[src/rtl/bnn_dot_accumulator.sv]
// Binary (XNOR/popcount) dot-product accumulator: two-stage pipeline turning LANES-wide
// +/-1 chunks into a saturated full-length sum, a thresholded activation bit and an overflow flag.
module bnn_dot_accumulator #(
  parameter int LANES  = 9,
  parameter int ACC_W  = 16,
  parameter int SKIP_W = $clog2(LANES + 1)
) (
  input  logic                    clk_in,
  input  logic                    reset_in,
  input  logic                    valid_in,
  output logic                    ready_out,
  input  logic                    last_in,
  input  logic [LANES-1:0]        activation_in,
  input  logic [LANES-1:0]        weight_in,
  input  logic [SKIP_W-1:0]       skip_in,
  input  logic signed [ACC_W-1:0] threshold_in,
  output logic                    valid_out,
  input  logic                    ready_in,
  output logic signed [ACC_W-1:0] psum_out,
  output logic                    bit_out,
  output logic                    overflow_out
);

  localparam int CHUNK_W = $clog2(LANES) + 2;
  localparam logic signed [ACC_W-1:0] ACC_MAX = {1'b0, {(ACC_W-1){1'b1}}};
  localparam logic signed [ACC_W-1:0] ACC_MIN = {1'b1, {(ACC_W-1){1'b0}}};

  typedef enum logic [0:0] {IDLE = 1'b0, ACCUM = 1'b1} state_t;

  state_t                    state_q, state_d;
  logic                      s1_valid_q, s1_valid_d;
  logic                      s1_last_q, s1_last_d;
  logic signed [CHUNK_W-1:0] s1_sum_q, s1_sum_d;
  logic signed [ACC_W-1:0]   s1_thr_q, s1_thr_d;
  logic signed [ACC_W-1:0]   acc_q, acc_d;
  logic                      sticky_q, sticky_d;
  logic                      valid_q, valid_d;
  logic signed [ACC_W-1:0]   psum_q, psum_d;
  logic                      bit_q, bit_d;
  logic                      ovf_q, ovf_d;

  logic                      stall_s;
  logic                      accept_s;
  logic [SKIP_W-1:0]         eff_skip_s;
  logic [SKIP_W-1:0]         active_lim_s;
  logic [CHUNK_W-1:0]        pop_s;
  logic                      lane_hit_s;
  logic signed [CHUNK_W-1:0] chunk_sum_s;
  logic signed [ACC_W-1:0]   base_s;
  logic [ACC_W:0]            wide_s;
  logic                      sat_s;
  logic                      sticky_base_s;
  logic                      sticky_new_s;
  logic signed [ACC_W-1:0]   new_s;

  assign stall_s   = valid_q & ~ready_in;
  assign ready_out = ~stall_s & ~reset_in;
  assign accept_s  = valid_in & ready_out;

  assign valid_out    = valid_q;
  assign psum_out     = psum_q;
  assign bit_out      = bit_q;
  assign overflow_out = ovf_q;

  // Chunk sum: skipped lanes are excluded from both the match count and the active count.
  always_comb begin
    pop_s      = '0;
    lane_hit_s = 1'b0;
    if (skip_in > SKIP_W'(LANES)) begin
      eff_skip_s = SKIP_W'(LANES);
    end else begin
      eff_skip_s = skip_in;
    end
    active_lim_s = SKIP_W'(LANES) - eff_skip_s;
    for (int i = 0; i < LANES; i++) begin
      lane_hit_s = (SKIP_W'(i) < active_lim_s) & (activation_in[i] ~^ weight_in[i]);
      pop_s      = pop_s + {{(CHUNK_W-1){1'b0}}, lane_hit_s};
    end
    chunk_sum_s = $signed((pop_s << 1) - {{(CHUNK_W-SKIP_W){1'b0}}, active_lim_s});
  end

  // Stage-2 datapath and next-state logic; everything holds while the result is stalled.
  always_comb begin
    state_d    = state_q;
    s1_valid_d = s1_valid_q;
    s1_last_d  = s1_last_q;
    s1_sum_d   = s1_sum_q;
    s1_thr_d   = s1_thr_q;
    acc_d      = acc_q;
    sticky_d   = sticky_q;
    valid_d    = valid_q;
    psum_d     = psum_q;
    bit_d      = bit_q;
    ovf_d      = ovf_q;

    case (state_q)
      IDLE: begin
        base_s        = '0;
        sticky_base_s = 1'b0;
      end
      ACCUM: begin
        base_s        = acc_q;
        sticky_base_s = sticky_q;
      end
      default: begin
        base_s        = '0;
        sticky_base_s = 1'b0;
      end
    endcase

    // One guard bit detects two's-complement overflow of base + chunk.
    wide_s       = {base_s[ACC_W-1], base_s} +
                   {{(ACC_W+1-CHUNK_W){s1_sum_q[CHUNK_W-1]}}, s1_sum_q};
    sat_s        = wide_s[ACC_W] ^ wide_s[ACC_W-1];
    sticky_new_s = sticky_base_s | sat_s;
    if (!sat_s) begin
      new_s = $signed(wide_s[ACC_W-1:0]);
    end else if (wide_s[ACC_W]) begin
      new_s = ACC_MIN;
    end else begin
      new_s = ACC_MAX;
    end

    if (!stall_s) begin
      s1_valid_d = accept_s;
      valid_d    = 1'b0;
      if (accept_s) begin
        s1_last_d = last_in;
        s1_sum_d  = chunk_sum_s;
        if (last_in) begin
          s1_thr_d = threshold_in;
        end else begin
          s1_thr_d = s1_thr_q;
        end
      end else begin
        s1_last_d = s1_last_q;
      end
      if (s1_valid_q && s1_last_q) begin
        psum_d   = new_s;
        bit_d    = (new_s >= s1_thr_q);
        ovf_d    = sticky_new_s;
        valid_d  = 1'b1;
        acc_d    = '0;
        sticky_d = 1'b0;
        state_d  = IDLE;
      end else if (s1_valid_q) begin
        acc_d    = new_s;
        sticky_d = sticky_new_s;
        state_d  = ACCUM;
      end else begin
        state_d  = state_q;
      end
    end else begin
      state_d = state_q;
    end
  end

  // State and pipeline registers.
  always_ff @(posedge clk_in or posedge reset_in) begin
    if (reset_in) begin
      state_q    <= IDLE;
      s1_valid_q <= 1'b0;
      s1_last_q  <= 1'b0;
      s1_sum_q   <= '0;
      s1_thr_q   <= '0;
      acc_q      <= '0;
      sticky_q   <= 1'b0;
      valid_q    <= 1'b0;
      psum_q     <= '0;
      bit_q      <= 1'b0;
      ovf_q      <= 1'b0;
    end else begin
      state_q    <= state_d;
      s1_valid_q <= s1_valid_d;
      s1_last_q  <= s1_last_d;
      s1_sum_q   <= s1_sum_d;
      s1_thr_q   <= s1_thr_d;
      acc_q      <= acc_d;
      sticky_q   <= sticky_d;
      valid_q    <= valid_d;
      psum_q     <= psum_d;
      bit_q      <= bit_d;
      ovf_q      <= ovf_d;
    end
  end

endmodule

[config.mk]
export PLATFORM = sky130hd
export DESIGN_NAME = bnn_dot_accumulator
export DESIGN_NICKNAME = d
export VERILOG_FILES = /design/src/rtl/bnn_dot_accumulator.sv
export SDC_FILE = /design/constraint.sdc
export NUM_CORES = 1
export LEC_CHECK = 0
export BUFFER_PORTS_ARGS = -buffer_cell sky130_fd_sc_hd__buf_2
export CORE_AREA = 8 8 101 103
export DETAILED_ROUTE_END_ITERATION = 16
export DIE_AREA = 0 0 109 111
export PLACE_DENSITY = 0.75
export SYNTH_ARGS = -nofsm -noshare
export SYNTH_HDL_FRONTEND = slang
export SYNTH_SLANG_ARGS = --single-unit
[constraint.sdc]
create_clock -name clk_in -period 4.9 [get_ports clk_in]
set_input_delay 1.225 -clock clk_in [delete_from_list [all_inputs] [get_ports clk_in]]
set_output_delay 1.225 -clock clk_in [all_outputs]
set_load 0.01 [all_outputs]
# After elaboration in Yosys (flattened, before gate mapping)
# Index checks and enable logic that the tools add are counted.
[word_totals] regBits=61 out_inout_bits=20
[op_classes] addsub=11 n_lt_le_gt_ge=11 n_mux=12 n_bitwise=27 n_reduce_logical=6
[op_table] op="$mux 16" count=4
[op_table] op="$pmux 16 s2" count=1
[op_table] op="$add 5x1->5" count=4
[op_table] op="$add 16x6->17" count=1
[op_table] op="$ge 16x16->1" count=1
[op_table] op="$lt 3x4->1 const A" count=4
[op_table] op="$and 1x1->1" count=12
[op_table] op="$xnor 1x1->1" count=9
[op_table] op="$lt 1x4->1 const A" count=2
[op_table] op="$lt 2x4->1 const A" count=2
[op_table] op="$reduce_and 2->1" count=3
[op_table] op="$sub 6x4->6" count=1
[op_table] op="$add 4x1->5" count=1
[op_table] op="$mux 1" count=5
[op_table] op="$add 3x1->4" count=1
[op_table] op="$gt 4x4->1 const B" count=1
[op_table] op="$lt 4x4->1 const A" count=1
[op_table] op="$mux 4" count=1
[op_table] op="$not 1->1" count=4
[op_table] op="$sub 4x4->4 const A" count=1
[op_table] op="$add 2x1->3" count=1
[op_table] op="$reduce_and 3->1" count=1
[op_table] op="$add 1x1->2" count=1
[op_table] op="$pmux 1 s2" count=1
[op_table] op="other kinds (4)" count=4

# Logic depth before layout (Yosys ltp)
[depth] ltp_word=14 mapped_depth=23 mapped_depth_nobuf=21

# Least setup slack after synthesis
# No wires, ideal clock.
[synth_path] path_kind="input port to flip-flop" start="input port skip_in[3]" end="register s1_sum_q[4]" setup_time_ns=0.127 t_arrival_ns=5.500 required_time_ns=4.773 slack_ns=-0.727 cell_stages=19 n_path_buf=0 cell_sequence="nand2b_1 ha_1 xor2_1 nor2_1 o21ai_0 nand2_1 fa_1 fa_1 inv_1 fa_1 fa_1 inv_1 fa_1 inv_1 ha_1 a21o_1 a21oi_1 xnor2_1 o21ai_0"
[synth_via] elab_chain_cells=14 word_cells_on_any_way=30 cone_classes="add/sub (10); order compare (10); mux (1); bitwise (9)"
[synth_lines] item="start: declaration" line="15" source="input logic [SKIP_W-1:0] skip_in,"
[synth_lines] item="$gt 4x4->1" line="69" source="if (skip_in > SKIP_W'(LANES)) begin"
[synth_lines] item="$mux 4 *" line="69"
[synth_lines] item="$sub 4x4->4 *" line="74" source="active_lim_s = SKIP_W'(LANES) - eff_skip_s;"
[synth_lines] item="$lt 1x4->1" line="76" source="lane_hit_s = (SKIP_W'(i) < active_lim_s) & (activation_in[i] ~^ weight_in[i]);"
[synth_lines] item="$and 1x1->1" line="76"
[synth_lines] item="$add 1x1->2" line="77" source="pop_s = pop_s + {{(CHUNK_W-1){1'b0}}, lane_hit_s};"
[synth_lines] item="$add 2x1->3" line="77"
[synth_lines] item="$add 3x1->4" line="77"
[synth_lines] item="$add 4x1->5" line="77"
[synth_lines] item="$add 5x1->5 (4 in series)" line="77"
[synth_lines] item="$sub 6x4->6 *" line="79" source="chunk_sum_s = $signed((pop_s << 1) - {{(CHUNK_W-SKIP_W){1'b0}}, active_lim_s});"
[synth_lines] item="end signal: assignment" line="176" source="s1_sum_q <= s1_sum_d;"
[synth_lines] item="end: declaration" line="33" source="logic signed [CHUNK_W-1:0] s1_sum_q, s1_sum_d;"
# Mark *: on every way between the ends. The rest lies on a longest branch, timed or not.
# A chain may end at the register's enable or synchronous reset.

# Final worst setup path
[layout_path] start="input port skip_in[3]" end="register s1_sum_q[2]"
# Same word-level chain as after synthesis.

==> summary.md <==
The run finished, with violations left. The final reports fail on setup timing. The worst setup path is launched from an input port. For the overall track demand over capacity in global routing, the log shows 0.199.

Ranked by instance count, the synthesized netlist is headed by dfrtp_1 (61), nand2_1 (61), ha_1 (40). The tools report the initial antenna violation count as 0. In this run, CTS created clock tree buffers numbering 9. Using the TritonRoute via totals, the vias-per-cell ratio works out to 5.68. The number of slew-limit violations in the final report came out at 0. The final RePlAce weighted congestion is 0.934. For this block, the initial DRC count from the detailed router was 373.

The area of the core was 0.00855 mm²; the number of different library cells in the post-synthesis netlist was 55. STA classifies the critical path endpoint as a flop. The cell at the root of the clock tree was clkbuf_8.

Post-route DRC violation count: 0. The count of hold buffers inserted by post-cts repair was 0; the area enclosed by the die boundary was 0.0121 mm². The first global-routing pass estimated 19.4 mm of wire. Detailed placement finished with a half-perimeter wire length of 8.73 mm. The final-layout fill cell count came out at 666. The sequential cell area was 0.00153 mm². The total number of yosys warnings is 0. The dominant combinational cell family by area after synthesis was compound AO/OA/AOI/OAI gates. TritonCTS built the clock tree. The later pin in the worst-skew pair is clocked with a latency of 350 ps. The clock passes through at most 2 buffers.

The gate count of the mapped netlist is 489. The clock period minus worst slack was 5200 ps; the number of cell rows was 34. The fraction of final layout cells with drive strength greater than 1 was 0.313.

The synthesized design contains 61 register bits. STA puts the critical path data required time at 5120 ps. The multi-input combinational cells in the finished layout cover a total of 0.00290 mm². Setup violations remaining at the end of the flow were counted as 4.

Number of global-route vias before repair: 4002. Max-cap violations in this run came to 0. The initial standard-cell utilization of the core came out at 0.520. The portion of synthesized cell area occupied by the leading cell type is 0.343. In this run the vertical extent of the chip is 111 µm. The logs give 0.00508 mm² for the cell area after placement and 0 for the overall overflow remaining after global route. At the pin with the least slew margin, the transition time is 854 ps. The tools report the normalized max-slew margin as 0.430. For this design, the sink count on the clock tree is 61. The run gives -298 ps as the smallest setup slack after layout. The type of the worst setup path is input port to flop.

For this run, the post-layout net count is 679. The post-synthesis adder-cell area fraction was 0.144; the total standard cell area after synthesis was 0.00445 mm². The post-route clock period utilization was 1.06; the per-instance average area after synthesis was 9.09 µm². Sorting the synthesized cells by area gives the leading types as dfrtp_1 (34%), ha_1 (11%), mux2_2 (5.6%).

The area growth from synthesis to final layout is 25.8%, and the number of optimization iterations in the first detailed-route pass is 5. The number of nets with antenna violations after detailed routing was 0; the compound-cell area share of the yosys netlist was 0.189. The final hold violation count is 0. Yosys mapped a number of flops with a built-in enable equal to 0. The H-tree was split into 3 levels.

In this run the worst path has a maximum fanout of 6. Clock-pin slew was measured on the worst setup and hold paths at 80 ps. For the number of vias in the routed layout, the log shows 3995. For the cell area after layout, the log shows 0.00559 mm². Xor and xnor area share after synthesis: 0.0453. The run gives 63 as the number of top-level pins. The clock arrives with 8.81 ps of skew. Wires add up to 12.2 mm. The die is 109 µm wide. The area share of and/or/nand/nor cells after synthesis is 0.170, and the share of synthesized flip-flops with an asynchronous set or reset is 1.00. In the final routed layout, each cell accounts on average for 17.4 µm.

The number of buffers inserted by port buffering was 62. Setup repair after global routing could not meet its margin everywhere. dfrtp_1 takes more of the synthesized area than any other cell. Entering global routing, the biggest net connects 43 pins. Data arrives at the worst endpoint at 5410 ps. The tools report the sequential-to-total area share from yosys stat as 0.343.

The primary flip-flop cell chosen by synthesis mapping was dfrtp_1. The classification of the worst-slack hold path was flop to flop. The top achievable clock speed is 192 MHz, and the proportion of synthesized area in mux cells is 0.0625.

When the netlist entered floorplanning its net count stood at 579.
[metal layers]
layer,routed length [µm],vias up,track usage
li1,-,1905,-
met1,5160,1919,0.250
met2,6110,134,0.325
met3,632,37,0.0372
met4,319,0,0.0776
met5,0,-,0
[per-stage QoR]
stage	cells	worst slack, ps	util	hold WS (ps)	TNS [ps]
6_report	703	-298	0.654	475	-1020
5_1_grt	702	-424	0.654	503	-1540
4_1_cts	694	-156	0.634	478	-441
3_5_place_dp	665	-633	0.594	463	-2430
3_3_place_gp	665	-447	0.594	454	-1580
2_1_floorplan	489	-276	-	441	-722
[kinds of logic after synthesis]
logic type,after synthesis
AOI/OAI and AO/OA,123
adders and majority gates,47
and+or+nand+nor,159
buffers and inverters,51
xor gates and xnor gates,23
muxes,25
DFF,61
[final timing paths]
path | startpoint | to | slack, ps | cells past startpoint
setup / recovery | skip_in[3] | s1_sum_q[2]$_DFFE_PP0P_ | -300 | 21
hold / removal | acc_q[3]$_DFFE_PP0P_ | acc_q[3]$_DFFE_PP0P_ | 480 | 2
setup reg to reg | state_q$_DFFE_PP0P_ | bit_out$_DFFE_PP0P_ | 220 | 19
hold reg to reg | acc_q[3]$_DFFE_PP0P_ | acc_q[3]$_DFFE_PP0P_ | 480 | 2
max in group asynchronous | reset_in | acc_q[6]$_DFFE_PP0P_ | 3040 | 3
min in group asynchronous | reset_in | s1_sum_q[0]$_DFFE_PP0P_ | 1070 | 2
[registers in the layout (all words and copies together) (netlist names)]
name and cells:
s1_thr_q 16, bit_out 1, sticky_q 1, valid_out 1, acc_q 16, overflow_out 1
s1_sum_q 6, psum_out 16, s1_last_q 1, state_q 1, s1_valid_q 1
[area by class of cell]
cell class	instances	share of cell area
inverter	31	0.0208
tap	108	0.0242
clock inverter	6	0.0157
multi-input combinational	378	0.519
antenna	1	0.000447
clock buffer	10	0.0228
timing repair buffer	108	0.124
sequential	61	0.273
[placed cells by master (no fill, tap or decap), drive strengths merged, types with 7 or more instances in the layout]
cell type	n
ha	40
mux2	22
clkbuf	10
o21ai	33
fa	7
inv	31
a21oi	30
nand2	61
and2	17
dfrtp	61
buf	108
nor2	36
a21o	12
o31ai	12
nand2b	9
nor2b	8
xnor2	14
xor2	9
[what timing repair did]
action,CTS,global route
endpoints found under the setup margin,4,5
gates resized for setup,4,25
setup buffers,13,7
gates cloned,0,1
pin swaps,2,8
[critical path, stage by stage]
cell and delay (ps):
buf_6 100, nand2b_4 140, ha_4 180, xor2_4 270, nor2_4 80, o21ai_2 80, nand2_1 90, fa_1 490
fa_1 540, inv_2 40, fa_1 460, fa_2 360, inv_2 70, fa_1 430, inv_2 90, ha_4 210
buf_4 130, buf_6 100, buf_6 110, xnor2_2 120, o21ai_1 70
Power is not shown: default switching activity piles up to over one toggle a cycle in this logic, so the estimate is an artifact.
